===== src/rtl/lsu_pkg.sv =====
// rtl/lsu_pkg.sv - shared constants, funct3 codes and FSM state encoding for the load/store unit
package lsu_pkg;

    localparam int BE_W = 4;

    localparam logic [2:0] F3_B  = 3'b000;
    localparam logic [2:0] F3_H  = 3'b001;
    localparam logic [2:0] F3_W  = 3'b010;
    localparam logic [2:0] F3_BU = 3'b100;
    localparam logic [2:0] F3_HU = 3'b101;

    typedef enum logic [1:0] {
        S_IDLE   = 2'd0,
        S_REQ    = 2'd1,
        S_REQ_HI = 2'd2,
        S_RESP   = 2'd3
    } state_t;

    // Encodings with no RV32 meaning, plus unsigned stores.
    function automatic logic f3_illegal(input logic [2:0] f3, input logic st);
        return (f3 == 3'b011) || (f3 == 3'b110) || (f3 == 3'b111) || (st && f3[2]);
    endfunction

endpackage


===== src/rtl/lsu_align.sv =====
// rtl/lsu_align.sv - combinational byte-enable, store-lane and load-extract datapath
//
// Ports: funct3/offset select access size and byte lane; wdata is right-justified
// store data, wdata_out the lane-aligned copy; be_lo the byte enables of the
// (first) word; rdata_lo the word read (first word when split), rdata_ext the
// extended load result. With LSU_MISALIGNED_SPLIT_EN: rdata_hi is the second
// word of a split access and be_hi its byte enables (zero when no split needed).
module lsu_align
    import lsu_pkg::*;
(
    input  logic [2:0]      funct3,
    input  logic [1:0]      offset,
    input  logic [31:0]     wdata,
    input  logic [31:0]     rdata_lo,
`ifdef LSU_MISALIGNED_SPLIT_EN
    input  logic [31:0]     rdata_hi,
    output logic [BE_W-1:0] be_hi,
`endif
    output logic [BE_W-1:0] be_lo,
    output logic [31:0]     wdata_out,
    output logic [31:0]     rdata_ext
);

    logic [BE_W-1:0] be_base;
    logic [31:0]     rep;
    logic [31:0]     lane;
    logic [4:0]      shamt;

    assign shamt = {offset, 3'b000};

    always_comb begin
        case (funct3[1:0])
            2'b00:   be_base = 4'b0001;
            2'b01:   be_base = 4'b0011;
            default: be_base = 4'b1111;
        endcase
    end

    assign be_lo = be_base << offset;
`ifdef LSU_MISALIGNED_SPLIT_EN
    // Lanes pushed past byte 3 land at the bottom of the next word.
    assign be_hi = be_base >> (3'd4 - {1'b0, offset});
`endif

    always_comb begin
        case (funct3[1:0])
            2'b00:   rep = {4{wdata[7:0]}};
            2'b01:   rep = {2{wdata[15:0]}};
            default: rep = wdata;
        endcase
    end

    // Rotating the replicated data leaves aligned accesses unchanged and puts
    // every byte of an in-word or split access on the lane its enable selects;
    // both words of a split store use this same rotated value.
    always_comb begin
        case (offset)
            2'd0:    wdata_out = rep;
            2'd1:    wdata_out = {rep[23:0], rep[31:24]};
            2'd2:    wdata_out = {rep[15:0], rep[31:16]};
            default: wdata_out = {rep[7:0],  rep[31:8]};
        endcase
    end

`ifdef LSU_MISALIGNED_SPLIT_EN
    logic [63:0] pair;
    assign pair = {rdata_hi, rdata_lo};
    assign lane = 32'(pair >> shamt);
`else
    assign lane = rdata_lo >> shamt;
`endif

    always_comb begin
        case (funct3)
            F3_B:    rdata_ext = {{24{lane[7]}}, lane[7:0]};
            F3_H:    rdata_ext = {{16{lane[15]}}, lane[15:0]};
            F3_W:    rdata_ext = lane;
            F3_BU:   rdata_ext = {24'b0, lane[7:0]};
            F3_HU:   rdata_ext = {16'b0, lane[15:0]};
            default: rdata_ext = 32'b0;
        endcase
    end

endmodule


===== src/rtl/lsu_unit.sv =====
// rtl/lsu_unit.sv - RV32 load/store unit: request FSM, memory handshake and timeout
//
// Optional feature macro: LSU_MISALIGNED_SPLIT_EN (split misaligned H/W into two accesses).
// Ports: clk, reset (sync, active-high); start/is_store/funct3/addr/wdata request
// from execute; busy/done/rdata_out/fault back to the pipeline; mem_req/mem_we/
// mem_addr/mem_be/mem_wdata/mem_rdata/mem_ack word-wide data memory handshake.
module lsu_unit
    import lsu_pkg::*;
#(
    parameter int WIDTH   = 32,
    parameter int TIMEOUT = 16
) (
    input  logic             clk,
    input  logic             reset,
    input  logic             start,
    input  logic             is_store,
    input  logic [2:0]       funct3,
    input  logic [WIDTH-1:0] addr,
    input  logic [WIDTH-1:0] wdata,
    output logic             busy,
    output logic             done,
    output logic [WIDTH-1:0] rdata_out,
    output logic             fault,
    output logic             mem_req,
    output logic             mem_we,
    output logic [WIDTH-1:0] mem_addr,
    output logic [BE_W-1:0]  mem_be,
    output logic [WIDTH-1:0] mem_wdata,
    input  logic [WIDTH-1:0] mem_rdata,
    input  logic             mem_ack
);

    localparam logic [31:0] TO_LAST = 32'(TIMEOUT - 1);

    state_t      state;
    logic        st_q;
    logic [2:0]  f3_q;
    logic [1:0]  off_q;
    logic [31:0] tcnt;

    logic [2:0]      a_f3;
    logic [1:0]      a_off;
    logic [BE_W-1:0] be_lo;
    logic [31:0]     wd_al;
    logic [31:0]     rd_ext;
    logic            illegal;
    logic            misal;
    logic            bad;

    // In IDLE the aligner sees the incoming request so the memory-side
    // registers can be loaded on the start edge; afterwards it sees the latch.
    assign a_f3  = (state == S_IDLE) ? funct3    : f3_q;
    assign a_off = (state == S_IDLE) ? addr[1:0] : off_q;

    assign illegal = f3_illegal(funct3, is_store);
    assign misal   = ((funct3[1:0] == 2'b01) && addr[0]) ||
                     ((funct3[1:0] == 2'b10) && (addr[1:0] != 2'b00));

`ifdef LSU_MISALIGNED_SPLIT_EN
    logic            split_q;
    logic [31:0]     lo_q;
    logic [BE_W-1:0] be_hi;
    logic [31:0]     rd_lo;

    assign bad   = illegal;
    assign rd_lo = (state == S_REQ_HI) ? lo_q : mem_rdata;

    lsu_align u_align (
        .funct3    (a_f3),
        .offset    (a_off),
        .wdata     (wdata),
        .rdata_lo  (rd_lo),
        .rdata_hi  (mem_rdata),
        .be_hi     (be_hi),
        .be_lo     (be_lo),
        .wdata_out (wd_al),
        .rdata_ext (rd_ext)
    );
`else
    assign bad = illegal || misal;

    lsu_align u_align (
        .funct3    (a_f3),
        .offset    (a_off),
        .wdata     (wdata),
        .rdata_lo  (mem_rdata),
        .be_lo     (be_lo),
        .wdata_out (wd_al),
        .rdata_ext (rd_ext)
    );
`endif

    always_ff @(posedge clk) begin
        if (reset) begin
            state     <= S_IDLE;
            st_q      <= 1'b0;
            f3_q      <= 3'b0;
            off_q     <= 2'b0;
            tcnt      <= 32'b0;
            busy      <= 1'b0;
            done      <= 1'b0;
            fault     <= 1'b0;
            rdata_out <= '0;
            mem_req   <= 1'b0;
            mem_we    <= 1'b0;
            mem_addr  <= '0;
            mem_be    <= '0;
            mem_wdata <= '0;
`ifdef LSU_MISALIGNED_SPLIT_EN
            split_q   <= 1'b0;
            lo_q      <= 32'b0;
`endif
        end else begin
            case (state)
                S_IDLE: begin
                    if (start) begin
                        st_q  <= is_store;
                        f3_q  <= funct3;
                        off_q <= addr[1:0];
                        tcnt  <= 32'b0;
                        busy  <= 1'b1;
                        if (bad) begin
                            // done stays low for this first RESP cycle.
                            fault <= 1'b1;
                            state <= S_RESP;
                        end else begin
                            fault     <= 1'b0;
                            mem_req   <= 1'b1;
                            mem_we    <= is_store;
                            mem_addr  <= {addr[WIDTH-1:2], 2'b00};
                            mem_be    <= be_lo;
                            mem_wdata <= wd_al;
`ifdef LSU_MISALIGNED_SPLIT_EN
                            split_q   <= (be_hi != '0);
`endif
                            state     <= S_REQ;
                        end
                    end
                end

                S_REQ, S_REQ_HI: begin
                    if (mem_ack) begin
                        tcnt <= 32'b0;
`ifdef LSU_MISALIGNED_SPLIT_EN
                        if (state == S_REQ && split_q) begin
                            lo_q     <= mem_rdata;
                            mem_addr <= mem_addr + WIDTH'(4);
                            mem_be   <= be_hi;
                            state    <= S_REQ_HI;
                        end else
`endif
                        begin
                            mem_req   <= 1'b0;
                            mem_we    <= 1'b0;
                            done      <= 1'b1;
                            rdata_out <= st_q ? '0 : rd_ext;
                            state     <= S_RESP;
                        end
                    end else if (TIMEOUT != 0 && tcnt == TO_LAST) begin
                        mem_req   <= 1'b0;
                        mem_we    <= 1'b0;
                        done      <= 1'b1;
                        fault     <= 1'b1;
                        rdata_out <= '0;
                        state     <= S_RESP;
                    end else begin
                        tcnt <= tcnt + 32'd1;
                    end
                end

                S_RESP: begin
                    if (!done) begin
                        // Request rejected in IDLE: raise done one cycle late so
                        // it keeps the same two-cycle minimum as a real access.
                        done      <= 1'b1;
                        rdata_out <= '0;
                    end else begin
                        done  <= 1'b0;
                        busy  <= 1'b0;
                        fault <= 1'b0;
                        state <= S_IDLE;
                    end
                end

                default: state <= S_IDLE;
            endcase
        end
    end

endmodule

===== config.mk =====
export PLATFORM = sky130hd
export DESIGN_NAME = lsu_unit
export DESIGN_NICKNAME = d
export VERILOG_FILES = /design/src/rtl/lsu_pkg.sv /design/src/rtl/lsu_align.sv /design/src/rtl/lsu_unit.sv
export SDC_FILE = /design/constraint.sdc
export NUM_CORES = 1
export LEC_CHECK = 0
export ABC_AREA = 1
export CAP_MARGIN = 40
export CORE_MARGIN = 1.5
export CORE_UTILIZATION = 25
export CTS_BUF_LIST = sky130_fd_sc_hd__clkbuf_4
export DETAILED_ROUTE_END_ITERATION = 7
export DONT_BUFFER_PORTS = 1
export MAX_ROUTING_LAYER = met4
export SYNTH_ARGS = -nofsm -noshare
export SYNTH_HDL_FRONTEND = slang
export SYNTH_HIERARCHICAL = 1
export SYNTH_SLANG_ARGS = --single-unit
export TNS_END_PERCENT = 1

===== constraint.sdc =====
create_clock -name clk -period 2.89 [get_ports clk]
set_input_delay 0.289 -clock clk [delete_from_list [all_inputs] [get_ports clk]]
set_output_delay 0.289 -clock clk [all_outputs]
set_load 0.005 [all_outputs]

==> flow_summary.ini <==
[global_routing]
global_route.overflow_total = 0
grt_start_max_net_pins = 53
antenna_found_initial = 2
grt_use_total = 0.184
grt_first_pass_wirelength_um = 52000
grt_pass1_vias = 9369

[critical_path]
timing_worst_setup_path_type = reg2reg
timing.critical_path.from_type = flop
arrival_ns = 3.04
critical-path-slowest-cell = sky130_fd_sc_hd__dfxtp_1
timing.critical_path.cells = inv_1 -> ha_2 -> o21ai_2 -> buf_4 -> nand2_2 -> inv_2 -> nand2_1 -> inv_1 -> nor2_1 -> o21ai_0 -> nor2_1
timing.critical_path.required_ns = 3.36
setup.worst_path.end_class = flop
slowest_delay_ns = 0.40
timing.critical_path.fanout_max = 25

[cells_and_area]
layout_cell_share_with_drive_strength_beyond_1 = 0.0650
final_core_utilization = 0.289
fillers = 4009
final_cell_count_no_fill = 2017
post-route-cell-area_um2 = 10200
layout_common_cells = sky130_fd_sc_hd__nand2_1, sky130_fd_sc_hd__nor2_1, sky130_fd_sc_hd__nand3_1, sky130_fd_sc_hd__dfxtp_1, sky130_fd_sc_hd__inv_1
area_growth_pct = 13.7
most_common_library_cell_in_the_layout_ignoring_fill_and_taps = sky130_fd_sc_hd__nand2_1
final_nets = 1654

[clocking]
htreeDepth = 4
post_cts_buffers = 0
clk_path_buf_depth = 2
cts_made_buffers = 17
clock_latency_on_the_worst_skew_pair_ns = 0.57
clkSinkCount = 143
ctsRootBufferMaster = sky130_fd_sc_hd__clkbuf_4
clock_tree_from_tritoncts = done
clk_pin_slew_worst_paths_ns = 0.14

[status]
result_of_the_run = completed

[placement]
io_buffer_count = 0
placed_cells_incl_taps = 1940
pre_cts_ws_ns = 0.257
dpl-instance-area_um2 = 9490
gp_congestion = 0.931
dp_hpwl_um = 23600

[synth]
cell_types_occupying_the_most_area_after_synthesis = sky130_fd_sc_hd__dfxtp_1, sky130_fd_sc_hd__nand2_1, sky130_fd_sc_hd__nand3_1
post_synth_top_flop = sky130_fd_sc_hd__dfxtp_1
avgSynthCellArea_um2 = 5.87
syn_area_um2 = 9000
post_synth_inst_count = 1533
synth-edff-count = 0
ys_async_sr_fraction = 0
synth_seq_cells = 143
synth_sequential_area_ratio = 0.318
yosys_warnings = 6
yosysUniqueCellTypes = 31
top_cell_type_s_share_of_synthesized_area = 0.318
synth_top_area_cell = sky130_fd_sc_hd__dfxtp_1

[timing]
final_hold_viol_count = 0
rsz_0062_raised_after_global_routing = false
timing.final.crit_period_ns = 2.57
post-route-worst-setup-slack_ns = 0.323
setup_viol_count_final = 0
setup-tns-final_ns = 0
worst_slew_margin_rel = 0.496
worst_hold_slack_ns = 0.0433
tightestPinTransition_ns = 0.754
maxSlewViolCount = 0
fin_worst_skew_ns = 0.0259
post-route-period-util = 0.888
fmaxAchievable_ghz = 0.390

[die]
fp-row-count = 69
fp.dieW_um = 193
fp.dieH_um = 193
top_level_ports = 209
die-area_um2 = 37200
core_area_um2 = 35500
initial_core_util = 0.254

[detailed_routing]
wl_um = 33300
drc_errors = 0
dr.first_iter.drc_count = 753
ant_nets = 0
detail_route.first_pass.iterations = 6
drt-wirelength-per-cell_um = 16.5
route.vias.total = 9969
viasPerCell = 4.94

[power_and_ir_drop]
leakagePower_nw = 4.38
power_report.internal_total_mw = 4.61
power.ir.vdd_worst_uv = 497
power.sequential.fraction = 0.278
combinationalPowerShare = 0.571
pwr-share-clk = 0.151
power_switching_mw = 4.61
power_density_nw_per_um2 = 900
p_sw_frac = 0.500
report.power.total_mw = 9.22

[run]
timing.max_cap.violations = 0

[worst_hold_path]
hold_path.class = in2reg
-- kinds of logic after synthesis --
group	synth area share
adders and majority gates	0.00695
AOI/OAI and AO/OA	0.113
other	0.000416
DFF	0.318
buffers and inverters	0.0999
and+or+nand+nor	0.462
-- Yosys cell counts, drive strengths merged, types with 5 or more instances --
cell type  instances
inv              114
clkinv             7
a22oi             10
clkbuf            42
dfxtp            143
nor2             277
ha                 5
nor3               8
o21ai            102
a21oi             79
nand2            434
nand4             43
buf               49
nand3            203
nand3b             9
-- power groups by stage --
stage	logic (mW)	clock network, mW	registers (mW)
floorplan	3.92	0	2.48
global placement	5.09	0	2.62
detailed placement	5.14	0	2.62
CTS	5.22	1.48	2.58
global route	5.97	1.54	2.60
finish	5.26	1.39	2.56
-- critical path: cells and delay by family, from the launching register on --
kind	cells	cell delay, ns
buffers and inverters	4	0.83
and+or+nand+nor	4	0.41
DFF	1	0.40
AOI/OAI and AO/OA	2	0.55
adders and majority gates	1	0.28
-- final timing paths --
| check | startpoint | endpoint | slack [ns] | cells past startpoint |
|---|---|---|---|---|
| min reg2reg | f3_q[2] | f3_q[2] | 0.46 | 2 |
| max | state[0] | mem_wdata[23] | 0.32 | 11 |
| max reg2reg | state[0] | mem_wdata[23] | 0.32 | 11 |
| min | addr[6] | mem_addr[6] | 0.04 | 2 |
-- sequential cells by signal (all words and copies together) (netlist names) --
register	cells
busy	1
done	1
f3_q	3
fault	1
mem_addr	30
mem_be	4
mem_req	1
mem_wdata	32
mem_we	1
off_q	2
rdata_out	32
st_q	1
state	2
tcnt	32
-- routing by layer --
metal / GRT usage / wire [um] / share of wire / up-vias
li1: - / - / - / 4985
met3: 0.0442 / 2590 / 0.078 / 51
met4: 0.0546 / 656 / 0.020 / 0
met1: 0.226 / 14600 / 0.44 / 4581
met2: 0.297 / 15500 / 0.47 / 352
met5: - / 0 / 0 / -
-- layout make-up --
cell class / instances / area, um2 / share of cell area
Sequential cell: 143 / 2860 / 0.280
Inverter: 121 / 457 / 0.0446
Clock buffer: 18 / 135 / 0.0132
Timing Repair Buffer: 83 / 792 / 0.0773
Tap cell: 461 / 577 / 0.0563
Multi-Input combinational cell: 1179 / 5270 / 0.515
Antenna cell: 1 / 2.50 / 0.000244
Clock inverter: 11 / 143 / 0.0139
-- repair_timing --
action                                 CTS  global route
endpoints found under the hold margin   97             0
resized for setup                        0             3
hold buffers                            46             0
setup endpoints to repair                0            30
No activity file was read; power rests on OpenSTA's default activity.
